### src/rtl/mem_port_arbiter.sv
// ---------------------------------------------------------------------------
// mem_port_arbiter
//
// Shares one single-ported unified instruction/data Memory between the
// instruction-fetch master (port I, read-only) and the load/store master
// (port D, read/write).  Exactly one access is in flight at a time:
//
//   IDLE  -> arbitrate, latch owner/address/write data/direction
//   ISSUE -> mem_addr/mem_wdata/mem_read|mem_write presented to Memory
//   RESP  -> Memory output captured into the owner's rdata register,
//            owner's valid pulses in the following cycle
//
// A continuously requesting master therefore completes one access every
// three cycles.  Addresses are passed through untranslated.
//
// Configuration macro: ARB_ROUND_ROBIN_EN
//   undefined : fixed priority D > I; after STARVE_MAX consecutive D grants
//               with I waiting, I is granted next.
//   defined   : starvation counter removed; a 1-bit pointer gives priority
//               to the master that was not granted last.
//
// Ports
//   clock, reset        system clock; synchronous active-high reset
//   i_req/i_addr        fetch request (held until i_valid) and byte address
//   i_rdata/i_valid     fetch data and one-cycle completion pulse
//   d_req/d_we/d_addr   data request, 1=store 0=load, byte address
//   d_wdata             store data
//   d_rdata/d_valid     load data (unchanged by stores), completion pulse
//   mem_addr/mem_wdata  to Memory address / write data
//   mem_write/mem_read  to Memory strobes, never high together
//   mem_rdata           from Memory, registered, valid one edge after mem_read
//   busy                high whenever the sequencer is not IDLE
// ---------------------------------------------------------------------------
module mem_port_arbiter #(
    parameter int AW         = 32,
    parameter int DW         = 32,
    parameter int STARVE_MAX = 4
) (
    input  logic          clock,
    input  logic          reset,
    input  logic          i_req,
    input  logic [AW-1:0] i_addr,
    output logic [DW-1:0] i_rdata,
    output logic          i_valid,
    input  logic          d_req,
    input  logic          d_we,
    input  logic [AW-1:0] d_addr,
    input  logic [DW-1:0] d_wdata,
    output logic [DW-1:0] d_rdata,
    output logic          d_valid,
    output logic [AW-1:0] mem_addr,
    output logic [DW-1:0] mem_wdata,
    output logic          mem_write,
    output logic          mem_read,
    input  logic [DW-1:0] mem_rdata,
    output logic          busy
);

    typedef enum logic [1:0] {
        ST_IDLE  = 2'd0,
        ST_ISSUE = 2'd1,
        ST_RESP  = 2'd2
    } state_t;

    state_t state_r;
    state_t state_nxt_s;

    logic owner_i_r;        // 1: current access belongs to I, 0: to D
    logic we_r;             // current access is a store
    logic grant_i_s;        // arbitration result, meaningful in IDLE with a request
    logic start_s;          // an access is accepted at this edge
    logic mem_read_nxt_s;
    logic mem_write_nxt_s;
    logic i_valid_nxt_s;
    logic d_valid_nxt_s;

`ifdef ARB_ROUND_ROBIN_EN
    logic rr_ptr_r;         // 1: I has priority on a collision, 0: D has
`else
    localparam int CW = (STARVE_MAX < 1) ? 1 : $clog2(STARVE_MAX + 1);
    logic [CW-1:0] starve_cnt_r;
    logic [CW-1:0] starve_cnt_nxt_s;
`endif

    // Arbitration between the two masters; only a collision needs a rule.
    always_comb begin
        grant_i_s = 1'b0;
        if (i_req && d_req) begin
`ifdef ARB_ROUND_ROBIN_EN
            grant_i_s = rr_ptr_r;
`else
            grant_i_s = (starve_cnt_r == CW'(STARVE_MAX));
`endif
        end else begin
            grant_i_s = i_req;
        end
    end

    // Next-state logic and next values of the registered Memory/valid outputs.
    always_comb begin
        state_nxt_s     = state_r;
        start_s         = 1'b0;
        mem_read_nxt_s  = 1'b0;
        mem_write_nxt_s = 1'b0;
        i_valid_nxt_s   = 1'b0;
        d_valid_nxt_s   = 1'b0;
        case (state_r)
            ST_IDLE: begin
                if (i_req || d_req) begin
                    state_nxt_s     = ST_ISSUE;
                    start_s         = 1'b1;
                    // Fetches are always reads; a D access follows d_we.
                    mem_read_nxt_s  = grant_i_s | ~d_we;
                    mem_write_nxt_s = ~grant_i_s & d_we;
                end else begin
                    state_nxt_s = ST_IDLE;
                end
            end
            ST_ISSUE: begin
                state_nxt_s = ST_RESP;
            end
            ST_RESP: begin
                state_nxt_s   = ST_IDLE;
                i_valid_nxt_s = owner_i_r;
                d_valid_nxt_s = ~owner_i_r;
            end
            default: begin
                state_nxt_s = ST_IDLE;
            end
        endcase
    end

`ifndef ARB_ROUND_ROBIN_EN
    // Starvation counter: counts D grants that leave I waiting, saturating.
    always_comb begin
        starve_cnt_nxt_s = starve_cnt_r;
        if (start_s && grant_i_s) begin
            starve_cnt_nxt_s = {CW{1'b0}};
        end else if (start_s && i_req && (starve_cnt_r != CW'(STARVE_MAX))) begin
            starve_cnt_nxt_s = starve_cnt_r + CW'(1);
        end else begin
            starve_cnt_nxt_s = starve_cnt_r;
        end
    end
`endif

    // Sequencer state register.
    always_ff @(posedge clock) begin
        if (reset) begin
            state_r <= ST_IDLE;
        end else begin
            state_r <= state_nxt_s;
        end
    end

    // Arbitration history: starvation count or round-robin pointer.
    always_ff @(posedge clock) begin
        if (reset) begin
`ifdef ARB_ROUND_ROBIN_EN
            rr_ptr_r <= 1'b1;
`else
            starve_cnt_r <= {CW{1'b0}};
`endif
        end else begin
`ifdef ARB_ROUND_ROBIN_EN
            // Priority moves to whichever master did not just win.
            if (start_s) begin
                rr_ptr_r <= ~grant_i_s;
            end
`else
            starve_cnt_r <= starve_cnt_nxt_s;
`endif
        end
    end

    // Latched access, Memory strobes, response capture and completion pulses.
    always_ff @(posedge clock) begin
        if (reset) begin
            owner_i_r <= 1'b0;
            we_r      <= 1'b0;
            mem_addr  <= {AW{1'b0}};
            mem_wdata <= {DW{1'b0}};
            mem_read  <= 1'b0;
            mem_write <= 1'b0;
            i_valid   <= 1'b0;
            d_valid   <= 1'b0;
            i_rdata   <= {DW{1'b0}};
            d_rdata   <= {DW{1'b0}};
            busy      <= 1'b0;
        end else begin
            mem_read  <= mem_read_nxt_s;
            mem_write <= mem_write_nxt_s;
            i_valid   <= i_valid_nxt_s;
            d_valid   <= d_valid_nxt_s;
            busy      <= (state_nxt_s != ST_IDLE);
            if (start_s) begin
                owner_i_r <= grant_i_s;
                we_r      <= ~grant_i_s & d_we;
                mem_addr  <= grant_i_s ? i_addr : d_addr;
                mem_wdata <= grant_i_s ? {DW{1'b0}} : d_wdata;
            end
            if ((state_r == ST_RESP) && owner_i_r) begin
                i_rdata <= mem_rdata;
            end
            // Stores leave d_rdata untouched.
            if ((state_r == ST_RESP) && !owner_i_r && !we_r) begin
                d_rdata <= mem_rdata;
            end
        end
    end

endmodule

### config.mk
export PLATFORM = sky130hd
export DESIGN_NAME = mem_port_arbiter
export DESIGN_NICKNAME = d
export VERILOG_FILES = /design/src/rtl/mem_port_arbiter.sv
export SDC_FILE = /design/constraint.sdc
export NUM_CORES = 1
export LEC_CHECK = 0
export ABC_CLOCK_PERIOD_IN_PS = 2900
export BUFFER_PORTS_ARGS = -buffer_cell sky130_fd_sc_hd__buf_4
export CAP_MARGIN = 20
export CELL_PAD_IN_SITES_DETAIL_PLACEMENT = 2
export CELL_PAD_IN_SITES_GLOBAL_PLACEMENT = 2
export CORE_ASPECT_RATIO = 0.9
export CORE_UTILIZATION = 29
export CTS_BUF_LIST = sky130_fd_sc_hd__clkbuf_4
export CTS_CLUSTER_SIZE = 8
export DETAILED_ROUTE_END_ITERATION = 8
export HOLD_SLACK_MARGIN = 0.03
export PLACE_DENSITY = 0.9
export SYNTH_ARGS = -nofsm -noshare
export SYNTH_HDL_FRONTEND = slang
export SYNTH_SLANG_ARGS = --single-unit
### constraint.sdc
create_clock -name clock -period 2.9 [get_ports clock]
set_input_delay 0.145 -clock clock [delete_from_list [all_inputs] [get_ports clock]]
set_output_delay 0.145 -clock clock [all_outputs]
set_load 0.02 [all_outputs]
# ---- After elaboration in Yosys (flattened, before gate mapping)
# Cells that the tools add are included.
dict set report word_totals {
  reg_bits 140
  input_bits 133
  elab_cells 48
}
dict set report classes {
  addsub 1
  eq_ne 4
  mux 7
  bitwise_logic 8
  n_reduce_logical 15
}
# operator n
set ops {}
lappend ops {{32-bit 2-to-1 mux} 2}
lappend ops {{1-bit logical AND} 7}
lappend ops {{1-bit NOT} 6}
lappend ops {{1-bit 2-to-1 mux} 4}
lappend ops {{2-bit case mux with 2 select lines} 1}
lappend ops {{2-bit OR reduction} 2}
lappend ops {{3-bit by 1-bit adder with 3-bit output, second input constant} 1}
lappend ops {{3-bit == test, second input constant} 1}
lappend ops {{3-bit inequality test, second input constant} 1}
lappend ops {{3-bit OR reduction} 1}
lappend ops {{2-bit by 1-bit == test with 1-bit output, second input constant} 1}
lappend ops {{2-bit == test, second input constant} 1}
lappend ops {{1-bit logical NOT} 2}
lappend ops {{2-bit logical NOT} 1}
lappend ops {{2-bit nonzero test} 1}
lappend ops {{1-bit bitwise AND} 1}
lappend ops {{1-bit logical OR} 1}
lappend ops {{1-bit bitwise OR} 1}

# ---- Depth between registers and ports, before layout
dict set report logic_depth {
  depth_word 5
  depth_mapped 7
  mapped_depth_nobuf 5
}

# ---- Worst setup path after synthesis
# No wires, ideal clock.
dict set report synth_path {
  kind {register to register}
  startpoint {register starve_cnt_r[0]}
  endpoint {register mem_addr[26]}
  t_arrival_ns 1.486
  required_ns 2.767
  path_slack_ns 1.281
  stages_incl_launch_ff 7
  period_less_slack_ns 1.619
  path_cell_list {dfxtp_1 > inv_1 > ha_1 > a21bo_4 > buf_4 > a2111oi_0 > nor4_1}
}
dict set report synth_between {
  elab_chain_len 3
}
# item line
set synth_lines {}
lappend synth_lines {{start, declared} 81} ;# logic [CW-1:0] starve_cnt_r;
lappend synth_lines {{start signal, assigned} 162} ;# starve_cnt_r <= {CW{1'b0}};
lappend synth_lines {{start signal, assigned} 171} ;# starve_cnt_r <= starve_cnt_nxt_s;
lappend synth_lines {{3-bit == test} 92} ;# grant_i_s = (starve_cnt_r == CW'(STARVE_MAX));
lappend synth_lines {{1-bit 2-to-1 mux} 88} ;# if (i_req && d_req) begin
lappend synth_lines {{32-bit 2-to-1 mux} 199} ;# mem_addr <= grant_i_s ? i_addr : d_addr;
lappend synth_lines {{end signal, assigned} 181} ;# mem_addr <= {AW{1'b0}};
lappend synth_lines {{end signal, assigned} 199}
lappend synth_lines {{end, declared} 51} ;# output logic [AW-1:0] mem_addr,
# Every way passes these cells.
# A chain may end at the register's enable or synchronous reset.

# ---- Worst setup path in the final report
dict set report layout_path {
  startpoint {register starve_cnt_r[1]}
  endpoint {register mem_addr[26]}
}
# Same word-level chain as after synthesis.

==> summary.json <==
{
  "die_area_um2": 21020,
  "sw_frac_of_total_pct": 33.52,
  "wire_per_inst_um": 25.44,
  "numCtsBuffers": 17,
  "synth-xor-area-share_pct": 0,
  "total_power_consumption_of_the_routed_design_mw": 4.763,
  "fp.dieW_um": 152.7,
  "cts_root_buf": "sky130_fd_sc_hd__clkbuf_4",
  "viasPerCell": 5.512,
  "grt_overflow": 0,
  "startpoint_type": "register",
  "post_route_cells_drive_above_1_share_pct": 34.08,
  "vias": 7132,
  "netlist_instances": 680,
  "ys.warnings.count": 0,
  "layout.core_utilization_pct": 47.83,
  "p_leak_nw": 3.788,
  "grtUsageMet3_pct": 5.505,
  "power_frac_seq_pct": 44.5,
  "syn2layout_area_growth_pct": 61.25,
  "antenna_found_initial": 6,
  "synth_top_family_by_area": "compound AO/OA/AOI/OAI gates",
  "count_of_boundary_i_o_pins": 266,
  "ctsLongestPathBuffers": 2,
  "proportion_of_synthesized_chip_area_in_sequential_cells_pct": 47.28,
  "net-switching-power_mw": 1.596,
  "cts-htree-levels": 4,
  "hold_path_class": "input port to register",
  "portBuffers": 265,
  "synth.cell_area_um2": 5928,
  "power.clock.fraction_pct": 30.6,
  "ys_seq_elements": 140,
  "length_in_cells_of_the_worst_reg_to_reg_path": 6,
  "busiest_layer": "met2",
  "layout_min_cycle_time_ps": 2853,
  "finalCritPeriodShare_pct": 98.39,
  "final-setup-viol-count": 0,
  "fp.coreArea_um2": 19990,
  "max-slew-margin-rel_pct": 39.90,
  "ant_nets": 0,
  "detailed_place.area_um2": 7989,
  "arrival_ps": 3300,
  "start_util_pct": 29.66,
  "detailedPlace.worstSlack_ps": 962.7,
  "fin_skew_ps": 37.10,
  "critPathCaptureType": "register",
  "placementRows": 49,
  "synthSimpleGateAreaFrac_pct": 17.39,
  "first_global_vias": 7845,
  "clkLatencyLatePin_ps": 560,
  "timing.hold.worst_path_depth": 3,
  "power.density_cell_area_nw_per_um2": 498.3,
  "timing.rr.end": "mem_addr[26]",
  "regToRegSetupSlack_ps": 50,
  "hold_viol": 0,
  "worst_ep_required_time_ps": 3340,
  "fin_hold_ws_ps": 45.33,
  "share_of_synthesized_cell_area_in_full_adder_half_adder_and_majority_cells_pct": 0.4221,
  "dr.pass1.iters": 9,
  "grt_util_all_layers_pct": 30.64,
  "outcome": "finished, violations left",
  "compound_cell_area_share_of_the_yosys_netlist_pct": 27.71,
  "grtUsageMet1_pct": 31.36,
  "syn_area_per_cell_um2": 8.718,
  "worstMarginPinSlew_ps": 901.5,
  "failed_checks": "DRC",
  "fin_area_um2": 9559,
  "largest_net_degree_at_the_start_of_global_routing": 83,
  "cts_tree": "yes",
  "hold_path_end": "mem_addr[17]",
  "layout_setup_ws_ps": 46.56,
  "numClockSinks": 140,
  "synth.net_count": 815,
  "worst_hold_startpoint": "d_addr[17]",
  "die_h_um": 137.6,
  "internal_power_consumption_mw": 3.166,
  "post_synthesis_mux_area_share_pct": 0,
  "vdd_ir_drop_max_uv": 244.4,
  "max_cap_viol_count": 0,
  "drc": 15,
  "criticalPathCategory": "register to register",
  "yosys_cell_types": 37,
  "gp_routability_congestion": 0.8034,
  "slew_violations": 0,
  "cts.reportedPaths.clkPinSlew_ps": 170,
  "final_net_count": 1155,
  "timing.fmax_ghz": 0.3505,
  "wire_length_of_the_first_global_routing_pass_um": 48800,
  "drt-total-wl_um": 32920,
  "critical_path.reg2reg.startpoint": "starve_cnt_r[1]",
  "dp.final_hpwl_um": 15680,
  "grt_use_met2_pct": 59.56,
  "drtIter0Drc": 313,
  "critical_path_peak_fanout": 35,
  "share_comb_of_total_power_pct": 24.9
}
[placed cells by master (no fill, tap or decap), drive strengths merged, types with 2 or more instances in the layout]
cell,Yosys,final
clkinv,0,7
dlygate4sd3,0,125
inv,4,6
nor2,3,3
o21ai,33,33
o2111ai,32,32
nand4,3,3
diode,0,6
a2111oi,32,32
dfxtp,140,140
a31o,3,3
a21oi,132,132
bufinv,0,3
ha,2,2
nor4b,2,2
or2,3,3
clkinvlp,0,2
a21boi,2,2
buf,30,279
nor4,64,64
nand2,131,131
clkbuf,53,18
[worst max-delay path by stage]
stage	start	endpoint	slack [ps]
6_report	starve_cnt_r[1]	mem_addr[26]	50
5_1_grt	starve_cnt_r[1]	mem_addr[26]	-6
4_1_cts	state_r[0]	mem_addr[6]	440
3_5_place_dp	state_r[0]	mem_addr[17]	960
3_3_place_gp	starve_cnt_r[0]	mem_addr[29]	1060
2_1_floorplan	starve_cnt_r[0]	mem_addr[26]	1280
[worst max-delay path, stage by stage (launching register included)]
cell	delay, ps
sky130_fd_sc_hd__dfxtp_1	390
sky130_fd_sc_hd__inv_1	90
sky130_fd_sc_hd__ha_1	270
sky130_fd_sc_hd__a21bo_4	440
sky130_fd_sc_hd__a2111oi_0	740
sky130_fd_sc_hd__nor4_1	170
sky130_fd_sc_hd__dlygate4sd3_1	630
[cell usage after synthesis]
master	n	share of area, %
sky130_fd_sc_hd__a2111oi_0	4	0.59
sky130_fd_sc_hd__a2111oi_2	28	7.1
sky130_fd_sc_hd__a21bo_4	1	0.27
sky130_fd_sc_hd__a21boi_0	1	0.13
sky130_fd_sc_hd__a21boi_2	1	0.19
sky130_fd_sc_hd__a21oi_1	132	11
sky130_fd_sc_hd__a31o_2	3	0.44
sky130_fd_sc_hd__a32o_1	1	0.17
sky130_fd_sc_hd__a41o_1	1	0.17
sky130_fd_sc_hd__and3_1	1	0.11
sky130_fd_sc_hd__and3b_1	1	0.15
sky130_fd_sc_hd__buf_1	1	0.063
sky130_fd_sc_hd__buf_2	14	1.2
sky130_fd_sc_hd__buf_4	8	1.0
sky130_fd_sc_hd__buf_6	7	1.3
sky130_fd_sc_hd__clkbuf_1	53	3.4
sky130_fd_sc_hd__dfxtp_1	140	47
sky130_fd_sc_hd__ha_1	2	0.42
sky130_fd_sc_hd__inv_1	3	0.19
sky130_fd_sc_hd__inv_2	1	0.063
sky130_fd_sc_hd__nand2_1	131	8.3
sky130_fd_sc_hd__nand3_1	1	0.084
sky130_fd_sc_hd__nand3b_1	1	0.13
sky130_fd_sc_hd__nand4_1	3	0.32
sky130_fd_sc_hd__nor2_1	1	0.063
sky130_fd_sc_hd__nor2_2	2	0.21
sky130_fd_sc_hd__nor2b_1	1	0.11
sky130_fd_sc_hd__nor3_2	1	0.17
sky130_fd_sc_hd__nor3b_1	1	0.13
sky130_fd_sc_hd__nor4_1	64	6.8
sky130_fd_sc_hd__nor4b_1	1	0.15
sky130_fd_sc_hd__nor4b_2	1	0.25
sky130_fd_sc_hd__o2111ai_1	32	4.7
sky130_fd_sc_hd__o21ai_0	33	2.8
sky130_fd_sc_hd__or2_1	1	0.11
sky130_fd_sc_hd__or2_2	2	0.21
sky130_fd_sc_hd__or4b_1	1	0.17
[kinds of logic (layout without fill, tap and decap cells)]
| family | Yosys count | in the layout |
|---|---|---|
| flip-flops | 140 | 140 |
| buffers and inverters | 87 | 440 |
| AND/OR/NAND/NOR | 214 | 214 |
| adder cells (fa/ha/maj) | 2 | 2 |
| other | 0 | 6 |
| AO/OA/AOI/OAI | 237 | 237 |
[area by class of cell]
| cell class | count | area [µm²] |
|---|---|---|
| multi-input cells | 453 | 2720 |
| fillers | 2127 | 10430 |
| repair buffers | 404 | 3383 |
| inverters | 4 | 15.01 |
| clock inverters | 14 | 168.9 |
| flip-flops and latches | 140 | 2803 |
| diodes | 6 | 15.01 |
| well taps | 255 | 319.1 |
| clock buffers | 18 | 135.1 |
[stage by stage]
stage | setup TNS [ps] | instances
detailed placement | 0 | 1131
CTS | 0 | 1287
global placement | 0 | 1131
finish | 0 | 1294
floorplan | 0 | 680
global route | -6.070 | 1294
[power by group through the flow]
stage / clock [mW] / sequential [mW] / combinational [mW]
after floorplan: 0 / 2.25 / 0.400
after global placement: 0 / 2.13 / 0.912
after detailed placement: 0 / 2.14 / 0.935
after CTS: 1.45 / 2.10 / 1.11
after global routing: 1.56 / 2.13 / 1.24
final: 1.46 / 2.12 / 1.19
[sequential cells by signal, indices dropped and copies added (netlist names), 2 cells and up]
register / count
starve_cnt_r: 3
i_rdata: 32
mem_wdata: 32
mem_addr: 32
state_r: 2
d_rdata: 32
[metal layers]
layer	share of wire (%)	routed length (µm)	up-vias
met5	0	0	-
met4	4.6	1506	0
met3	4.0	1330	89
met2	54	17840	259
met1	37	12240	3579
li1	-	-	3205
[repair_timing]
item,4_1_cts,5_1_grt
endpoints found under the hold margin,131,1
setup buffers,0,0
gates resized for setup,0,0
hold buffers,124,1
(Power assumes the default switching activity.)
